[src/rtl/midi_voice_dispatch_if.sv]
// rtl/midi_voice_dispatch_if.sv - MIDI byte input and synth voice event bus
interface midi_voice_dispatch_if #(
    parameter int ADDR_W = 8
);
    logic [7:0]      rx_byte;
    logic            rx_valid;
    logic            rx_ready;
    logic            note_pressed;
    logic            note_released;
    logic            note_keypress;
    logic            pitch_wheel;
    logic [6:0]      note;
    logic [6:0]      velocity;
    logic [3:0]      channel;
    logic [ADDR_W-1:0] addr;
    logic [ADDR_W:0] active_count;

    modport master (
        output rx_byte, rx_valid,
        input  rx_ready, note_pressed, note_released, note_keypress, pitch_wheel,
        input  note, velocity, channel, addr, active_count
    );

    modport slave (
        input  rx_byte, rx_valid,
        output rx_ready, note_pressed, note_released, note_keypress, pitch_wheel,
        output note, velocity, channel, addr, active_count
    );
endinterface

[src/rtl/midi_voice_dispatch.sv]
// rtl/midi_voice_dispatch.sv - MIDI running-status decoder with voice slot allocation
module midi_voice_dispatch #(
    parameter int NUM_VOICES = 128,
    parameter int ADDR_W     = 8
) (
    input  logic                  clk96,
    input  logic                  rst,
    midi_voice_dispatch_if.slave  bus
);
    localparam int IDX_W = (NUM_VOICES > 1) ? $clog2(NUM_VOICES) : 1;
    localparam logic [IDX_W-1:0] LAST_IDX = IDX_W'(NUM_VOICES - 1);
    localparam logic [ADDR_W:0]  ACT_MAX  = (ADDR_W + 1)'(NUM_VOICES);
    localparam logic [ADDR_W:0]  ACT_ONE  = (ADDR_W + 1)'(1);

    typedef enum logic [2:0] {S_IDLE, S_DATA1, S_DATA2, S_SCAN, S_EMIT} state_t;

    state_t            state_q;
    logic [7:0]        status_q;
    logic [6:0]        d1_q, d2_q;
    logic [IDX_W-1:0]  scan_idx_q, steal_ptr_q;
    logic              match_found_q, free_found_q;
    logic [IDX_W-1:0]  match_idx_q, free_idx_q;
    logic              match_found_d, free_found_d;
    logic [IDX_W-1:0]  match_idx_d, free_idx_d;

    logic              slot_valid_q [NUM_VOICES];
    logic [3:0]        slot_ch_q    [NUM_VOICES];
    logic [6:0]        slot_note_q  [NUM_VOICES];

    logic              rx_ready_q, pressed_q, released_q, keypress_q, pitch_q;
    logic [6:0]        note_q, velocity_q;
    logic [3:0]        channel_q;
    logic [ADDR_W-1:0] addr_q;
    logic [ADDR_W:0]   active_q;

    logic accept, hit, is_note_on, is_note_off;

    assign accept      = bus.rx_valid & rx_ready_q;
    assign hit         = slot_valid_q[scan_idx_q] && (slot_ch_q[scan_idx_q] == status_q[3:0])
                         && (slot_note_q[scan_idx_q] == d1_q);
    assign is_note_on  = (status_q[7:4] == 4'h9) && (d2_q != 7'd0);
    assign is_note_off = (status_q[7:4] == 4'h8) || ((status_q[7:4] == 4'h9) && (d2_q == 7'd0));

    // Fold the slot under the scan pointer into the first-match / first-free results.
    always_comb begin
        match_found_d = match_found_q;
        match_idx_d   = match_idx_q;
        free_found_d  = free_found_q;
        free_idx_d    = free_idx_q;
        if (!match_found_q && hit) begin
            match_found_d = 1'b1;
            match_idx_d   = scan_idx_q;
        end
        if (!free_found_q && !slot_valid_q[scan_idx_q]) begin
            free_found_d = 1'b1;
            free_idx_d   = scan_idx_q;
        end
    end

    always_ff @(posedge clk96) begin
        if (rst) begin
            state_q       <= S_IDLE;
            status_q      <= '0;
            d1_q          <= '0;
            d2_q          <= '0;
            scan_idx_q    <= '0;
            steal_ptr_q   <= '0;
            match_found_q <= 1'b0;
            free_found_q  <= 1'b0;
            match_idx_q   <= '0;
            free_idx_q    <= '0;
            for (int i = 0; i < NUM_VOICES; i++) slot_valid_q[i] <= 1'b0;
            rx_ready_q    <= 1'b1;
            pressed_q     <= 1'b0;
            released_q    <= 1'b0;
            keypress_q    <= 1'b0;
            pitch_q       <= 1'b0;
            note_q        <= '0;
            velocity_q    <= '0;
            channel_q     <= '0;
            addr_q        <= '0;
            active_q      <= '0;
        end else begin
            pressed_q  <= 1'b0;
            released_q <= 1'b0;
            keypress_q <= 1'b0;
            pitch_q    <= 1'b0;
            case (state_q)
                S_IDLE, S_DATA1, S_DATA2: begin
                    if (accept) begin
                        if (bus.rx_byte >= 8'hF8) begin
                            state_q <= state_q;
                        end else if (bus.rx_byte >= 8'hF0) begin
                            state_q <= S_IDLE;
                        end else if (bus.rx_byte[7]) begin
                            status_q <= bus.rx_byte;
                            state_q  <= S_DATA1;
                        end else if (state_q == S_DATA1) begin
                            d1_q    <= bus.rx_byte[6:0];
                            state_q <= ((status_q[7:4] == 4'hC) || (status_q[7:4] == 4'hD))
                                       ? S_DATA1 : S_DATA2;
                        end else if (state_q == S_DATA2) begin
                            d2_q <= bus.rx_byte[6:0];
                            case (status_q[7:4])
                                4'hB: state_q <= S_DATA1;
                                4'hE: begin
                                    // Pitch bend: 2nd byte is the MSB, reported on note.
                                    pitch_q    <= 1'b1;
                                    note_q     <= bus.rx_byte[6:0];
                                    velocity_q <= d1_q;
                                    channel_q  <= status_q[3:0];
                                    addr_q     <= '0;
                                    rx_ready_q <= 1'b0;
                                    state_q    <= S_EMIT;
                                end
                                default: begin
                                    scan_idx_q    <= '0;
                                    match_found_q <= 1'b0;
                                    free_found_q  <= 1'b0;
                                    rx_ready_q    <= 1'b0;
                                    state_q       <= S_SCAN;
                                end
                            endcase
                        end
                    end
                end
                S_SCAN: begin
                    match_found_q <= match_found_d;
                    match_idx_q   <= match_idx_d;
                    free_found_q  <= free_found_d;
                    free_idx_q    <= free_idx_d;
                    if (scan_idx_q != LAST_IDX) begin
                        scan_idx_q <= scan_idx_q + IDX_W'(1);
                    end else begin
                        state_q <= S_EMIT;
                        if (is_note_on || match_found_d) begin
                            note_q     <= d1_q;
                            velocity_q <= d2_q;
                            channel_q  <= status_q[3:0];
                        end
                        if (is_note_on) begin
                            pressed_q <= 1'b1;
                            if (match_found_d) begin
                                addr_q <= ADDR_W'(match_idx_d);
                            end else if (free_found_d) begin
                                addr_q                   <= ADDR_W'(free_idx_d);
                                slot_valid_q[free_idx_d] <= 1'b1;
                                slot_ch_q[free_idx_d]    <= status_q[3:0];
                                slot_note_q[free_idx_d]  <= d1_q;
                                if (active_q != ACT_MAX) active_q <= active_q + ACT_ONE;
                            end else begin
                                // Table full: round-robin steal, slot stays valid.
                                addr_q                   <= ADDR_W'(steal_ptr_q);
                                slot_ch_q[steal_ptr_q]   <= status_q[3:0];
                                slot_note_q[steal_ptr_q] <= d1_q;
                                steal_ptr_q <= (steal_ptr_q == LAST_IDX) ? '0
                                               : steal_ptr_q + IDX_W'(1);
                            end
                        end else if (match_found_d) begin
                            addr_q <= ADDR_W'(match_idx_d);
                            if (is_note_off) begin
                                released_q                <= 1'b1;
                                slot_valid_q[match_idx_d] <= 1'b0;
                                if (active_q != '0) active_q <= active_q - ACT_ONE;
                            end else begin
                                keypress_q <= 1'b1;
                            end
                        end
                    end
                end
                S_EMIT: begin
                    rx_ready_q <= 1'b1;
                    state_q    <= S_DATA1;
                end
                default: begin
                    rx_ready_q <= 1'b1;
                    state_q    <= S_IDLE;
                end
            endcase
        end
    end

    assign bus.rx_ready      = rx_ready_q;
    assign bus.note_pressed  = pressed_q;
    assign bus.note_released = released_q;
    assign bus.note_keypress = keypress_q;
    assign bus.pitch_wheel   = pitch_q;
    assign bus.note          = note_q;
    assign bus.velocity      = velocity_q;
    assign bus.channel       = channel_q;
    assign bus.addr          = addr_q;
    assign bus.active_count  = active_q;
endmodule

[src/flat_wrapper.sv]
// flat-port wrapper written by rule: the top's interface ports become plain ports
module midi_voice_dispatch_flat 
#(
    parameter int NUM_VOICES = 128,
    parameter int ADDR_W     = 8
)
  (clk96, rst, bus_rx_byte, bus_rx_valid, bus_rx_ready, bus_note_pressed, bus_note_released, bus_note_keypress, bus_pitch_wheel, bus_note, bus_velocity, bus_channel, bus_addr, bus_active_count);
  midi_voice_dispatch_if #(.ADDR_W(ADDR_W)) bus_i ();
  input  logic clk96;
  input  logic rst;
  input wire logic [$bits(bus_i.rx_byte)-1:0] bus_rx_byte;
  input wire logic [$bits(bus_i.rx_valid)-1:0] bus_rx_valid;
  output wire logic [$bits(bus_i.rx_ready)-1:0] bus_rx_ready;
  output wire logic [$bits(bus_i.note_pressed)-1:0] bus_note_pressed;
  output wire logic [$bits(bus_i.note_released)-1:0] bus_note_released;
  output wire logic [$bits(bus_i.note_keypress)-1:0] bus_note_keypress;
  output wire logic [$bits(bus_i.pitch_wheel)-1:0] bus_pitch_wheel;
  output wire logic [$bits(bus_i.note)-1:0] bus_note;
  output wire logic [$bits(bus_i.velocity)-1:0] bus_velocity;
  output wire logic [$bits(bus_i.channel)-1:0] bus_channel;
  output wire logic [$bits(bus_i.addr)-1:0] bus_addr;
  output wire logic [$bits(bus_i.active_count)-1:0] bus_active_count;
  assign bus_i.rx_byte = bus_rx_byte;
  assign bus_i.rx_valid = bus_rx_valid;
  assign bus_rx_ready = bus_i.rx_ready;
  assign bus_note_pressed = bus_i.note_pressed;
  assign bus_note_released = bus_i.note_released;
  assign bus_note_keypress = bus_i.note_keypress;
  assign bus_pitch_wheel = bus_i.pitch_wheel;
  assign bus_note = bus_i.note;
  assign bus_velocity = bus_i.velocity;
  assign bus_channel = bus_i.channel;
  assign bus_addr = bus_i.addr;
  assign bus_active_count = bus_i.active_count;
  midi_voice_dispatch #(.NUM_VOICES(NUM_VOICES), .ADDR_W(ADDR_W)) u_core (.clk96(clk96), .rst(rst), .bus(bus_i));
endmodule
[config.mk]
export PLATFORM = sky130hd
export DESIGN_NAME = midi_voice_dispatch_flat
export DESIGN_NICKNAME = d
export VERILOG_FILES = /design/src/rtl/midi_voice_dispatch_if.sv /design/src/rtl/midi_voice_dispatch.sv /design/src/flat_wrapper.sv
export SDC_FILE = /design/constraint.sdc
export NUM_CORES = 2
export LEC_CHECK = 0
export CAP_MARGIN = 20
export CORE_MARGIN = 2
export CORE_UTILIZATION = 55
export CTS_BUF_LIST = sky130_fd_sc_hd__clkbuf_8
export DETAILED_ROUTE_END_ITERATION = 8
export PLACE_DENSITY = 0.77
export SLEW_MARGIN = 40
export SYNTH_ARGS = -nofsm -noshare
export SYNTH_HDL_FRONTEND = slang
export SYNTH_SLANG_ARGS = --single-unit
[constraint.sdc]
create_clock -name clk96 -period 8.9 [get_ports clk96]
set_input_delay 1.335 -clock clk96 [delete_from_list [all_inputs] [get_ports clk96]]
set_output_delay 1.335 -clock clk96 [all_outputs]
set_load 0.01 [all_outputs]
=== Word level (Yosys, flattened, before mapping) ===
Memories as Yosys holds them, arrays and structs flattened. A register that Yosys moved wholly into a read port is not among the register bits.
Index checks and enable logic that the tools add are counted.

* Multiplexer cells: 135
* Eq/ne operators: 30
* $add $sub $neg: 4
* Bitwise gates (word level): 12
* Reduce and logical (&&, ||, !) cells: 42
* Order comparisons: 2

{| class="wikitable"
|+ Operators with widths
! kind !! count
|-
| 7-bit two-way mux || 41
|-
| 8-bit two-way mux || 11
|-
| 9-bit two-way mux || 7
|-
| 1-bit two-way mux || 48
|-
| 7-bit case mux with 2 select lines || 3
|-
| 4-bit two-way mux || 10
|-
| 4-bit equality test, second input constant || 6
|-
| 8-bit AND reduction || 3
|-
| 3-bit two-way mux || 7
|-
| 10-bit AND reduction || 2
|-
| 2-bit != test, second input constant || 9
|-
| 8-bit >= comparator, second input constant || 2
|-
| 8-bit case mux with 2 select lines || 1
|-
| 7-bit by 1-bit adder with 7-bit output, second input constant || 2
|-
| 2-bit nonzero test || 6
|-
| 1-bit NOT || 11
|-
| 5-bit AND reduction || 2
|-
| 9-bit by 1-bit adder with 9-bit output, second input constant || 1
|-
| 9-bit by 8-bit != test with 1-bit output, second input constant || 1
|-
| 3-bit case mux with 3 select lines || 1
|-
| 9-bit AND reduction || 1
|-
| 9-bit nonzero test || 1
|-
| 9-bit by 1-bit subtractor with 9-bit output, second input constant || 1
|-
| 2-bit by 1-bit != test with 1-bit output, second input constant || 4
|-
| other kinds (30) || 44
|}

* Memories: 3
* Output and inout port bits: 40
* Memory bits (writable): 1536
* Register bits: 95
* Bits of input ports: 11
* Word-level logic and storage cells: 248

{| class="wikitable"
|+ Memory list
! name !! depth !! width !! read ports !! clocked after memory_dff !! wr ports !! RTL line !! source
|-
| u_core.slot_note_q || 128 || 7 || 1 || 1 || 1 || midi_voice_dispatch.sv:28 || <nowiki>logic [6:0] slot_note_q [NUM_VOICES];</nowiki>
|-
| u_core.slot_ch_q || 128 || 4 || 1 || 1 || 1 || midi_voice_dispatch.sv:27 || <nowiki>logic [3:0] slot_ch_q [NUM_VOICES];</nowiki>
|-
| u_core.slot_valid_q || 128 || 1 || 1 || 1 || 128 || midi_voice_dispatch.sv:26 || <nowiki>logic slot_valid_q [NUM_VOICES];</nowiki>
|}

=== Longest topological paths before layout ===
* Depth in word-level cells: 14
* Depth in mapped cells: 25
* Depth with buffers taken out: 14

=== Worst setup path after synthesis ===
No wires, ideal clock.

* Path kind: reg2reg
* Start: register u_core.d1_q[5]
* End: memory u_core.slot_valid_q[55] (enable)
* Stages on the path, launching flop included: 14
* Slack: 3423 ps
* Period minus slack after synthesis: 5477 ps
* Data required time: 8566 ps
* Data arrival time: 5143 ps
* Library setup time: 334 ps
* Cells stage by stage: dfxtp_1 clkbuf_1 nand2b_1 o32ai_1 a2111o_1 nand4bb_1 nor4_1 a21oi_1 buf_2 nor2_4 buf_4 mux2_2 buf_2 o41ai_1

{| class="wikitable"
|+ RTL lines
! element !! RTL line !! source
|-
| start, declared || midi_voice_dispatch.sv:19 || <nowiki>logic [6:0] d1_q, d2_q;</nowiki>
|-
| start signal, assigned || midi_voice_dispatch.sv:99 || <nowiki>d1_q <= bus.rx_byte[6:0];</nowiki>
|-
| end, declared || midi_voice_dispatch.sv:26 ||
|}

==> flow_summary.yaml <==
run_status:
  outcome: "complete, no violations"
global_routing:
  track_usage_pct: 29.1
  grt_start_max_net_pins: 86
  antenna_found_initial: 4
  grt_overflow_total: 0
  grt_pass1_vias: 39600
  grt_pass1_wl_um: 267000
placement:
  routabilityCongestion: 0.951
  place_area_um2: 70600
  hpwlAfterDp_um: 112000
  numPortBuffers: 49
detailed_routing:
  antenna_left: 0
  vias_per_cell: 6.81
  dr.first_iter.drc_count: 5976
  first_pass_iters: 6
  wire_per_inst_um: 30.9
  drc_errors: 0
  via_count: 40600
  wl_um: 184000
yosys:
  yosysWarnings: 0
  synth_seq_cells: 1637
  netlist.area_leader.share_pct: 67.9
  synth_flop_cell: "edfxtp_1"
  netlist_area_um2: 67900
  syn-num-nets: 4020
  seq_area_frac_synth_pct: 70.9
  syn_inst: 3998
  synth.most_common_cell: "edfxtp_1"
  synth_cell_types: 87
  avgSynthCellArea_um2: 17.0
  async_flop_share_pct: 0
  netlist_top_cells_count: "edfxtp_1, mux2i_1, nor2_1, mux4_2, clkbuf_1"
  synth.area.top_cells: "edfxtp_1, mux4_2, mux2i_1, dfxtp_1, a22oi_1"
  synth-edff-count: 1536
  synth_largest_area_cell: "edfxtp_1"
worst_hold_path:
  worstHoldStart: "u_core.d2_q[3]"
  min_path_type: "flip-flop to flip-flop"
  whs_path_depth: 2
  hold_end: "u_core.bus.velocity[3]"
floorplan:
  core_um2: 122000
  pin_count: 51
  initial_core_util_pct: 55.6
  die_area_um2: 126000
  num_rows: 128
  die_x_um: 355
  die-height_um: 355
pwr:
  p_clk_share_pct: 41.0
  p_comb_share_pct: 1.8
  p_sw_mw: 3.15
  seqPwrFrac_pct: 57.2
  powerDensity_nw_per_um2: 196
  peakVddDrop_mv: 0.115
  p_leak_nw: 21.4
  internal_power_mw: 11.6
  p_sw_share_pct: 21.3
cts:
  cts_hold_buf: 0
  numCtsBuffers: 275
  postCtsSetupRepairBufs: 0
  cts.htree.levels: 5
  root_buffer: "clkbuf_8"
  cts_tree: "built"
  clockBufferDepth: 4
  clkSlewWorstSetupHoldPaths_ns: 0.06
  clock_sinks: 1637
  ctsResizeCount: 0
  clk_latency_ns: 0.99
critical_path:
  slowest_stage: "dfxtp_4"
  start_kind: "flip-flop"
  worst_path_most_repeated_cell: "buf_4"
  r2r-end: "u_core.slot_note_q[17][5]"
  slowest_delay_ns: 0.85
  r2r_slack_ns: 1.62
  crit_required_ns: 9.49
  cp-end-kind: "flip-flop"
  path_max_fanout: 44
  arrival_ns: 7.86
  crit_type: "flip-flop to flip-flop"
  ff2ff_path_depth: 15
  crit_chain: "buf_4 -> buf_4 -> mux2i_1 -> a22oi_1 -> a21oi_1 -> nor3_1 -> a21oi_1 -> nand2_1 -> or2_1 -> mux2_2 -> mux2_2 -> nor3b_1 -> nand2_1 -> buf_4 -> nor2_2"
sta:
  finalWorstPathRequiredPeriod_ns: 7.28
  timing.final.max_slew_violations: 0
  worst_slew_pin_slew_ns: 0.958
  fmax_mhz: 137
  skew_ns: 0.0805
  fin_crit_sh_pct: 81.8
  rsz0062_at_grt: "false"
  setup_viol: 0
  hold_ws_ns: 0.492
  finalSetupTns_ns: 0
  max_slew_margin_pct: 36.0
  hold_viol_final: 0
finish:
  final_layout_size_suffix_gt1_share_pct: 23.0
  finalNetCount: 4178
  syn_to_final_growth_pct: 11.2
  design_area_um2: 75500
run:
  cap_violations: 0
-- worst max path at each step --
stage	slack, ns	endpoint	cells after the start
floorplan	3.42	u_core.slot_valid_q[55]	13
global placement	1.51	u_core.slot_note_q[46][3]	14
detailed placement	1.62	u_core.slot_ch_q[9][3]	15
CTS	1.54	u_core.slot_ch_q[9][1]	15
global route	1.50	u_core.slot_valid_q[94]	14
finish	1.62	u_core.slot_note_q[17][5]	15
-- layout by cell type, fill, tap and decap left out, drive strengths merged, types with 8 or more instances in the layout --
master,count
edfxtp,1536
mux2i,325
clkbuf,286
nor2,276
mux4,267
nor3,164
a22oi,145
nand2,143
buf,131
a21oi,128
inv,114
dfxtp,101
o31ai,72
clkinv,62
a31o,50
clkdlybuf4s50,48
mux2,39
a211oi,29
nor2b,29
nor4,25
nand3,24
o21ai,21
nand2b,20
o22ai,19
xnor2,19
a31oi,17
nand4,17
o41ai,17
a311oi,16
and2,16
xor2,12
or4,11
ha,10
and3,9
a2111o,8
-- cell families (layout without fill, tap and decap cells) --
kind of cell	Yosys count	in the layout	share of synthesized area (%)
xor gates and xnor gates	31	31	0.400
muxes	631	631	14.3
buffers and inverters	320	654	2.38
other	1	3	0.00552
DFF	1637	1637	70.9
adders and majority gates	11	11	0.214
and+or+nand+nor	770	770	5.36
AOI/OAI and AO/OA	597	597	6.43
-- stage by stage --
| stage | std cells | setup WS (ns) | power, mW | util, % |
|---|---|---|---|---|
| final | 5959 | 1.62 | 14.8 | 61.8 |
| after global routing | 5959 | 1.50 | 15.1 | 61.8 |
| after CTS | 5956 | 1.54 | 14.8 | 61.7 |
| after detailed placement | 5503 | 1.62 | 8.87 | 57.8 |
| after global placement | 5499 | 1.51 | 8.86 | 57.4 |
| after floorplan | 3998 | 3.42 | 8.77 | - |
-- power by group through the flow --
stage	clock [mW]	combinational, mW	sequential (mW)
5_1_grt	6.42	0.285	8.44
2_1_floorplan	0	0.158	8.61
4_1_cts	6.08	0.265	8.44
3_3_place_gp	0	0.255	8.60
6_report	6.05	0.270	8.44
3_5_place_dp	0	0.264	8.60
-- critical path: cells and delay by family, from the launching register on --
kind	cells	cell delay [ns]
compound gates	3	0.57
flops	1	0.85
buf+inv	3	1.57
simple gates	6	2.92
mux	3	0.87
-- routing by layer --
layer	wire [um]	up-vias	global-route usage [%]
li1	-	16500	-
met1	66300	20400	39.2
met2	84900	3142	44.2
met3	24000	565	8.56
met4	8920	2	13.1
met5	9	-	0
-- state kept, by name, indices dropped and copies added (netlist names), 7 cells and up, named ones only --
| register | count |
|---|---|
| u_core.slot_note_q | 896 |
| u_core.slot_ch_q | 512 |
| u_core.slot_valid_q | 128 |
| u_core.bus.active_count | 9 |
| u_core.status_q | 8 |
| u_core.bus.addr | 7 |
| u_core.bus.note | 7 |
| u_core.bus.velocity | 7 |
| u_core.d1_q | 7 |
| u_core.d2_q | 7 |
| u_core.free_idx_q | 7 |
| u_core.match_idx_q | 7 |
| u_core.scan_idx_q | 7 |
| u_core.steal_ptr_q | 7 |
-- layout make-up --
class,instances,area [um^2]
clock buffers,286,3940
well taps,1625,2030
fillers,8356,46700
repair buffers,179,1670
flip-flops and latches,1637,48200
clock inverters,167,852
inverters,22,83.8
multi-input cells,2041,18700
diodes,2,5.00
No activity file was read; power rests on OpenSTA's default activity.
